[config.mk]
export PLATFORM = sky130hd
export DESIGN_NAME = gpio_arbiter_flat
export DESIGN_NICKNAME = d
export VERILOG_FILES = /design/src/rtl/gpio_arb_pkg.sv /design/src/rtl/gpio_arbiter_if.sv /design/src/rtl/gpio_fifo.sv /design/src/rtl/gpio_arbiter.sv /design/src/flat_wrapper.sv
export SDC_FILE = /design/constraint.sdc
export NUM_CORES = 1
export LEC_CHECK = 0
export CAP_MARGIN = 20
export CORE_MARGIN = 3
export CORE_UTILIZATION = 56
export CTS_BUF_LIST = sky130_fd_sc_hd__clkbuf_8
export DETAILED_ROUTE_END_ITERATION = 8
export PLACE_DENSITY = 0.91
export SLEW_MARGIN = 10
export SYNTH_ARGS = -nofsm -noshare
export SYNTH_HDL_FRONTEND = slang
export SYNTH_HIERARCHICAL = 1
export SYNTH_SLANG_ARGS = --single-unit
[constraint.sdc]
create_clock -name clk -period 3.4 [get_ports clk]
set_clock_uncertainty 0.15 [all_clocks]
set_input_delay 0.85 -clock clk [delete_from_list [all_inputs] [get_ports clk]]
set_output_delay 0.85 -clock clk [all_outputs]
set_load 0.05 [all_outputs]
[src/rtl/gpio_arb_pkg.sv]
// Shared types and default widths for the GPIO output-port arbiter.
package gpio_arb_pkg;

    localparam int GPIO_ADDR_W = 32;
    localparam int GPIO_DATA_W = 8;

    typedef enum logic {IDLE, SEND} state_e;
    typedef enum logic {SRC_CPU, SRC_DBG} src_e;

endpackage

[src/rtl/gpio_arbiter_if.sv]
// Processor, debug and GPIO-pin signals of the arbiter, bundled for port connection.
interface gpio_arbiter_if #(
    parameter int ADDR_W = gpio_arb_pkg::GPIO_ADDR_W,
    parameter int DATA_W = gpio_arb_pkg::GPIO_DATA_W
);
    logic              cpu_en;
    logic [ADDR_W-1:0] cpu_addr;
    logic [DATA_W-1:0] cpu_data;
    logic              cpu_stall;
    logic              cpu_ovf;
    logic              dbg_req;
    logic [ADDR_W-1:0] dbg_addr;
    logic [DATA_W-1:0] dbg_data;
    logic              dbg_gnt;
    logic              gpio_rdy;
    logic [ADDR_W-1:0] GPIOaddr;
    logic [DATA_W-1:0] GPIO;
    logic              GPIOEn;

    modport master (
        output cpu_en, cpu_addr, cpu_data, dbg_req, dbg_addr, dbg_data, gpio_rdy,
        input  cpu_stall, cpu_ovf, dbg_gnt, GPIOaddr, GPIO, GPIOEn
    );

    modport slave (
        input  cpu_en, cpu_addr, cpu_data, dbg_req, dbg_addr, dbg_data, gpio_rdy,
        output cpu_stall, cpu_ovf, dbg_gnt, GPIOaddr, GPIO, GPIOEn
    );

endinterface

[src/rtl/gpio_fifo.sv]
// Synchronous FIFO buffering processor GPIO writes; head word is visible combinationally.
module gpio_fifo #(
    parameter int DEPTH = 4,
    parameter int WIDTH = 40
) (
    input  logic                   clk,
    input  logic                   rst,
    input  logic                   i_push,
    input  logic [WIDTH-1:0]       i_din,
    input  logic                   i_pop,
    output logic [WIDTH-1:0]       o_head,
    output logic                   o_full,
    output logic                   o_empty,
    output logic [$clog2(DEPTH):0] o_count
);
    localparam int PTR_W = $clog2(DEPTH);
    localparam int CNT_W = PTR_W + 1;

    logic [WIDTH-1:0] r_mem [DEPTH];
    logic [PTR_W-1:0] r_wptr;
    logic [PTR_W-1:0] r_rptr;
    logic [CNT_W-1:0] r_count;

    // Storage carries no reset; only pointers and count define validity.
    always_ff @(posedge clk) begin
        if (i_push) begin
            r_mem[r_wptr] <= i_din;
        end
    end

    always_ff @(posedge clk) begin
        if (rst) begin
            r_wptr  <= '0;
            r_rptr  <= '0;
            r_count <= '0;
        end else begin
            if (i_push) r_wptr <= r_wptr + PTR_W'(1);
            if (i_pop)  r_rptr <= r_rptr + PTR_W'(1);
            case ({i_push, i_pop})
                2'b10:   r_count <= r_count + CNT_W'(1);
                2'b01:   r_count <= r_count - CNT_W'(1);
                default: r_count <= r_count;
            endcase
        end
    end

    assign o_head  = r_mem[r_rptr];
    assign o_full  = (r_count == CNT_W'(DEPTH));
    assign o_empty = (r_count == '0);
    assign o_count = r_count;

endmodule

[src/rtl/gpio_arbiter.sv]
// Round-robin sharing of the GPIO output port between the buffered processor
// store path and the debug port; each beat is held until the peripheral accepts it.
module gpio_arbiter import gpio_arb_pkg::*; #(
    parameter int DEPTH  = 4,
    parameter int ADDR_W = GPIO_ADDR_W,
    parameter int DATA_W = GPIO_DATA_W
) (
    input  logic           clk,
    input  logic           rst,
    gpio_arbiter_if.slave  bus
);
    localparam int W     = ADDR_W + DATA_W;
    localparam int CNT_W = $clog2(DEPTH) + 1;

    logic [W-1:0]      w_head;
    logic              w_full;
    logic              w_empty;
    logic [CNT_W-1:0]  w_count;
    logic              w_push;
    logic              w_gnt_cpu;
    logic              w_gnt_dbg;
    state_e            w_next;

    state_e            r_state;
    src_e              r_last;
    logic [ADDR_W-1:0] r_gpio_addr;
    logic [DATA_W-1:0] r_gpio_data;
    logic              r_gpio_en;
    logic              r_ovf;

    assign w_push = bus.cpu_en && !w_full;

    gpio_fifo #(.DEPTH(DEPTH), .WIDTH(W)) u_fifo (
        .clk     (clk),
        .rst     (rst),
        .i_push  (w_push),
        .i_din   ({bus.cpu_addr, bus.cpu_data}),
        .i_pop   (w_gnt_cpu),
        .o_head  (w_head),
        .o_full  (w_full),
        .o_empty (w_empty),
        .o_count (w_count)
    );

    // Grants are suppressed while rst is high so nothing is captured or popped.
    always_comb begin
        w_next    = r_state;
        w_gnt_cpu = 1'b0;
        w_gnt_dbg = 1'b0;
        if (!rst) begin
            case (r_state)
                IDLE: begin
                    if (!w_empty && bus.dbg_req) begin
                        if (r_last == SRC_DBG) w_gnt_cpu = 1'b1;
                        else                   w_gnt_dbg = 1'b1;
                    end else if (!w_empty) begin
                        w_gnt_cpu = 1'b1;
                    end else if (bus.dbg_req) begin
                        w_gnt_dbg = 1'b1;
                    end
                    if (w_gnt_cpu || w_gnt_dbg) w_next = SEND;
                end
                SEND: begin
                    if (bus.gpio_rdy) w_next = IDLE;
                end
                default: w_next = IDLE;
            endcase
        end
    end

    always_ff @(posedge clk) begin
        if (rst) begin
            r_state     <= IDLE;
            r_last      <= SRC_DBG;
            r_gpio_addr <= '0;
            r_gpio_data <= '0;
            r_gpio_en   <= 1'b0;
            r_ovf       <= 1'b0;
        end else begin
            r_state <= w_next;
            if (w_gnt_cpu) begin
                {r_gpio_addr, r_gpio_data} <= w_head;
                r_gpio_en <= 1'b1;
                r_last    <= SRC_CPU;
            end else if (w_gnt_dbg) begin
                r_gpio_addr <= bus.dbg_addr;
                r_gpio_data <= bus.dbg_data;
                r_gpio_en   <= 1'b1;
                r_last      <= SRC_DBG;
            end else if (r_state == SEND && bus.gpio_rdy) begin
                r_gpio_en <= 1'b0;
            end
            if (bus.cpu_en && w_full) r_ovf <= 1'b1;
        end
    end

    assign bus.cpu_stall = (w_count == CNT_W'(DEPTH));
    assign bus.cpu_ovf   = r_ovf;
    assign bus.dbg_gnt   = w_gnt_dbg;
    assign bus.GPIOaddr  = r_gpio_addr;
    assign bus.GPIO      = r_gpio_data;
    assign bus.GPIOEn    = r_gpio_en;

endmodule

[src/flat_wrapper.sv]
// flat-port wrapper written by rule: the top's interface ports become plain ports
module gpio_arbiter_flat import gpio_arb_pkg::*;
#(
    parameter int DEPTH  = 4,
    parameter int ADDR_W = GPIO_ADDR_W,
    parameter int DATA_W = GPIO_DATA_W
)
  (clk, rst, bus_cpu_en, bus_cpu_addr, bus_cpu_data, bus_dbg_req, bus_dbg_addr, bus_dbg_data, bus_gpio_rdy, bus_cpu_stall, bus_cpu_ovf, bus_dbg_gnt, bus_GPIOaddr, bus_GPIO, bus_GPIOEn);
  gpio_arbiter_if #(.ADDR_W(ADDR_W), .DATA_W(DATA_W)) bus_i ();
  input  logic clk;
  input  logic rst;
  input wire logic [$bits(bus_i.cpu_en)-1:0] bus_cpu_en;
  input wire logic [$bits(bus_i.cpu_addr)-1:0] bus_cpu_addr;
  input wire logic [$bits(bus_i.cpu_data)-1:0] bus_cpu_data;
  input wire logic [$bits(bus_i.dbg_req)-1:0] bus_dbg_req;
  input wire logic [$bits(bus_i.dbg_addr)-1:0] bus_dbg_addr;
  input wire logic [$bits(bus_i.dbg_data)-1:0] bus_dbg_data;
  input wire logic [$bits(bus_i.gpio_rdy)-1:0] bus_gpio_rdy;
  output wire logic [$bits(bus_i.cpu_stall)-1:0] bus_cpu_stall;
  output wire logic [$bits(bus_i.cpu_ovf)-1:0] bus_cpu_ovf;
  output wire logic [$bits(bus_i.dbg_gnt)-1:0] bus_dbg_gnt;
  output wire logic [$bits(bus_i.GPIOaddr)-1:0] bus_GPIOaddr;
  output wire logic [$bits(bus_i.GPIO)-1:0] bus_GPIO;
  output wire logic [$bits(bus_i.GPIOEn)-1:0] bus_GPIOEn;
  assign bus_i.cpu_en = bus_cpu_en;
  assign bus_i.cpu_addr = bus_cpu_addr;
  assign bus_i.cpu_data = bus_cpu_data;
  assign bus_i.dbg_req = bus_dbg_req;
  assign bus_i.dbg_addr = bus_dbg_addr;
  assign bus_i.dbg_data = bus_dbg_data;
  assign bus_i.gpio_rdy = bus_gpio_rdy;
  assign bus_cpu_stall = bus_i.cpu_stall;
  assign bus_cpu_ovf = bus_i.cpu_ovf;
  assign bus_dbg_gnt = bus_i.dbg_gnt;
  assign bus_GPIOaddr = bus_i.GPIOaddr;
  assign bus_GPIO = bus_i.GPIO;
  assign bus_GPIOEn = bus_i.GPIOEn;
  gpio_arbiter #(.DEPTH(DEPTH), .ADDR_W(ADDR_W), .DATA_W(DATA_W)) u_core (.clk(clk), .rst(rst), .bus(bus_i));
endmodule
# After elaboration in Yosys (flattened, before gate mapping)
# Memory sizes are Yosys's and may differ from the RTL's. A register that Yosys moved wholly into a read port is not among the register bits.
# Cells that the tools add are included.
[totals]
regBits = 51
mem_bits_rw = 160
input_bits = 85
elab_cells = 61
n_memories = 1
[op_classes]
addsub = 4
n_eq_ne = 3
mux = 32
n_bitwise = 1
reduce_logical = 11
[mem_list]
columns = ["name", "words", "word_bits", "read_ports", "rd_ports_with_merged_regs", "write_ports", "line_no", "text"]
rows = [
  ["u_core.u_fifo.r_mem", 4, 40, 1, 1, 1, "gpio_fifo.sv:19", "logic [WIDTH-1:0] r_mem [DEPTH];"],
]
[ops]
columns = ["operator", "count"]
rows = [
  ["32-bit 2-to-1 mux", 2],
  ["1-bit 2-to-1 mux", 24],
  ["8-bit 2-to-1 mux", 2],
  ["3-bit case mux with 2 select lines", 1],
  ["2-bit by 1-bit adder with 2-bit output (second input constant)", 2],
  ["1-bit logical AND", 4],
  ["2-bit 2-to-1 mux", 2],
  ["2-bit nonzero test", 2],
  ["3-bit by 1-bit adder with 3-bit output (second input constant)", 1],
  ["3-bit equality test (second input constant)", 1],
  ["3-bit logical NOT", 1],
  ["3-bit nonzero test", 1],
  ["3-bit by 1-bit subtractor with 3-bit output (second input constant)", 1],
  ["2-bit by 1-bit equality test with 1-bit output (second input constant)", 1],
  ["2-bit equality test (second input constant)", 1],
  ["1-bit logical NOT", 2],
  ["1-bit case mux with 2 select lines", 1],
  ["1-bit logical OR", 1],
  ["1-bit inverter", 1],
]

# Longest topological paths before layout
[depth]
depth_word = 10
ltp_mapped = 12
mapped_depth_nobuf = 10

# By module
# Netlist, hierarchy kept.
[by_module_without_submodules]
columns = ["mod", "instances", "cells_per_inst", "area_per_inst_um2", "seq_area_each_um2"]
rows = [
  ["gpio_fifo", 1, 256, 6251.0, 4984.8],
  ["gpio_arbiter", 1, 261, 2284.7, 880.8],
]

# Worst setup path before layout
# Ideal clock, no wire load.
[synth_timing]
path_kind = "input port to flip-flop"
startpoint = "input port rst"
endpoint = "register u_core.u_fifo.r_count[2] (netlist: u_core/u_fifo/o_count[2])"
setup_time_ns = 0.070
arrival_time_ns = 2.995
required_ns = 3.180
path_slack_ns = 0.185
cell_stages = 12
cell_sequence = "buf_6 -> or3_1 -> buf_6 -> buf_6 -> or2_1 -> inv_1 -> ha_1 -> inv_1 -> fa_1 -> xor2_1 -> or3_1 -> a21oi_1"
[synth_via]
elab_chain_cells = 3
elab_cells_between_ends = 5
cone_classes = "eq/ne (2); mux (2); reduce/logical (1)"
[synth_rtl]
columns = ["item", "line_no", "text"]
rows = [
  ["from (decl)", "flat_wrapper.sv:11", "input logic rst;"],
  ["1-bit 2-to-1 mux (*)", "gpio_arbiter.sv:50", "if (!rst) begin"],
  ["net u_core.w_gnt_cpu", "gpio_arbiter.sv:20", "logic w_gnt_cpu;"],
  ["2-bit by 1-bit equality test with 1-bit output / 2-bit equality test (equally long branches)", "gpio_fifo.sv:39", "case ({i_push, i_pop})"],
  ["3-bit case mux with 2 select lines / 2-bit nonzero test (equally long branches)", "n/a", ""],
  ["to (signal assigned)", "gpio_fifo.sv:40", "2'b10: r_count <= r_count + CNT_W'(1);"],
  ["to (signal assigned)", "gpio_fifo.sv:41", "2'b01: r_count <= r_count - CNT_W'(1);"],
  ["to (signal assigned)", "gpio_fifo.sv:42", "default: r_count <= r_count;"],
  ["to (decl)", "gpio_fifo.sv:22", "logic [CNT_W-1:0] r_count;"],
]
# Mark *: on every way through the listed nets, which the timed path passes. The rest lies on a longest branch.
# A chain may end at the register's enable or synchronous reset.

# Worst setup path in the final report
[layout_timing]
startpoint = "register u_core.u_fifo.r_count[2] (netlist: u_core/u_fifo/o_count[2])"
endpoint = "output port bus_cpu_stall"
[layout_via]
elab_chain_cells = 1
[layout_rtl]
columns = ["item", "line_no", "text"]
rows = [
  ["3-bit equality test", "gpio_arbiter.sv:97", "assign bus.cpu_stall = (w_count == CNT_W'(DEPTH));"],
  ["to (decl)", "flat_wrapper.sv:19", "output wire logic [$bits(bus_i.cpu_stall)-1:0] bus_cpu_stall;"],
]
# No other way between the ends.

==> metrics.yaml <==
portBuffers: 128
ant_nets: 0
setup_tns_ns: 0
coreArea_sq_um: 14700
nets: 742
place_area_sq_um: 9970
syn2layout_area_growth_pct: 24.0
crit_buf_inv: 1
slew_viol_final: 0
fin_crit_ns: 2.95
io_pins: 129
h-tree-depth: 2
synth_edf_count: 160
seqPwrFrac: 0.453
ys_seq_area_frac: 0.687
async_flop_share: 0
fin_util: 0.720
grt.total_usage: 0.229
avgSynthCellArea_sq_um: 16.5
intPower_mw: 5.08
cp_top_family: "buffers and inverters"
synth_nets: 608
die_h_microns: 129
cp_num_cells: 2
cp_cell_sequence: "nor3b_1 -> clkdlybuf4s50_1"
grt_overflow: 0
ctsHoldBuffers: 0
synth_top_area_cell: "edfxtp_1"
vdd_drop_max_mv: 0.466
clk_latency_ns: 0.50
path_max_fanout: 5
ys_top_cells_by_count: "160 x edfxtp_1, 53 x dfxtp_1, 43 x a21oi_1"
die_w_microns: 129
cts_tree: "yes"
grt_pass1_wl_microns: 29300
slew_headroom: 0.455
fin_area_sq_um: 10600
power-per-cell-area_nw_per_um2: 712
crit_path_start_kind: "flip-flop"
p_switching_mw: 2.46
whs_path_depth: 1
worstPathArrival_ns: 1.95
grt_max_degree: 80
fin_ws_ns: 0.449
rr_worst_depth: 10
cts_resized: 0
cts.sinks: 213
ys_warn_count: 6
outcome: "complete, no violations"
dieArea_sq_um: 16800
via_count: 5250
critical_path_class: "flip-flop to output port"
setup_viol: 0
holdCritPathClass: "flip-flop to flip-flop"
combinationalPowerShare: 0.291
crit_slowest_cell: "clkdlybuf4s50_1"
gp_congestion: 0.806
grt_pass1_vias: 5618
numCtsBuffers: 34
drtIter0Drc: 571
worst_pin_slew_ns: 0.817
synthTopCellsByArea: "edfxtp_1 56%, dfxtp_1 12%, mux4_2 11%"
vias_per_cell: 6.10
post_cts.repair.setup_buffers: 0
synth_cell_types: 34
root_buffer: "clkbuf_8"
power.clock.fraction: 0.256
rows: 44
synthCells: 517
antenna_found_initial: 1
hold_viol_final: 0
crit_path_end_kind: "output port"
synth-seq-cells: 213
initial_core_util: 0.581
crit_required_ns: 2.40
ys.flop_type: "edfxtp_1"
routedWlPerCell_microns: 21.9
pre_cts_ws_ns: 0.0264
synthDominantCellAreaShare: 0.563
drtPass1Iterations: 5
drive_above_1_share: 0.167
clk_pin_slew_worst_paths_ns: 0.05
drc: 0
synth_area_sq_um: 8540
clk_path_buf_depth: 3
leakage_nw: 3.46
period_share: 0.868
cp_slowest_stage_delay_ns: 0.85
fmax_mhz: 339
rsz0062_at_grt: "no"
synthMostInstantiatedCell: "edfxtp_1"
place_hpwl_microns: 11800
switching_share: 0.326
drt_wl_total_microns: 18900
maxCapViolations: 0
[registers in the layout, indices dropped and copies added, names as in the netlist, named ones only]
signal and flops:
u_core/r_state 1, u_core/u_fifo/r_wptr 2, u_core/u_fifo/r_rptr 2, u_core/bus.GPIOaddr 32, u_core/u_fifo/o_count 3, u_core/bus.cpu_ovf 1
u_core/u_fifo/r_mem 160, u_core/r_last 1, u_core/bus.GPIO 8, u_core/bus.GPIOEn 1
[cell families after synthesis]
logic type,synth area share
mux,0.107
simple gates,0.0583
buf+inv,0.0386
flops,0.687
compound gates,0.0944
fa+ha+maj,0.00967
xor+xnor,0.00513
[power by group through the flow]
stage                     sequential (mW)  clock, mW  combinational (mW)
after global placement               3.45          0                2.09
after CTS                            3.42       1.98                2.19
after detailed placement             3.48          0                2.19
final                                3.42       1.93                2.19
after floorplan                      3.75          0                1.26
after global routing                 3.47       2.09                2.32
[cell usage in the layout, fill, tap and decap left out, types with 2 or more instances in the layout]
cell,count
edfxtp_1,160
buf_12,6
dfxtp_1,51
or3b_1,39
mux4_2,40
o21a_1,2
buf_4,12
clkbuf_8,37
a21oi_1,43
xnor2_1,2
clkdlybuf4s50_1,126
and2_2,5
xor2_1,3
clkinv_2,4
ha_1,5
clkinv_1,7
nor2_1,10
and3_1,2
o21ai_0,39
nor3_1,2
inv_1,20
a311oi_1,40
[layout make-up]
type                       instances  area (sq um)
timing repair buffer             145          1480
clock inverter                    24          98.8
inverter                           8          30.0
tap                              184           230
sequential                       213          5870
clock buffer                      37           509
fill                             877          4120
multi-input combinational        249          2370
antenna                            1          2.50
[worst reg2reg max path: cells and delay by family, from the launching register on]
family	cells	cell delay, ns
buffers and inverters	2	0.18
xor gates and xnor gates	1	0.16
and+or+nand+nor	4	1.17
DFF	1	0.40
adders and majority gates	2	0.59
AOI/OAI and AO/OA	1	0.17
[through the flow]
stage / std cells / hold slack [ns] / power (mW)
floorplan: 517 / 0.325 / 5.01
global placement: 799 / 0.290 / 5.54
detailed placement: 799 / 0.297 / 5.66
CTS: 860 / 0.310 / 7.59
global route: 861 / 0.349 / 7.88
finish: 861 / 0.314 / 7.54
[metal layers]
metal / up-vias / global-route usage / share of wire
met3: 47 / 0.0433 / 0.069
met1: 2584 / 0.291 / 0.38
met2: 255 / 0.380 / 0.52
met5: - / 0 / 0
met4: 0 / 0.115 / 0.031
li1: 2364 / - / -
[final timing paths]
path	from	to	slack (ns)
max	u_core/u_fifo/o_count[2]	bus_cpu_stall	0.45
min	u_core/bus.GPIOEn	u_core/bus.GPIOEn	0.31
max reg2reg	u_core/u_fifo/o_count[0]	u_core/u_fifo/o_count[2]	0.49
min reg2reg	u_core/bus.GPIOEn	u_core/bus.GPIOEn	0.31
Note: power is estimated with default switching activity, not from simulation.
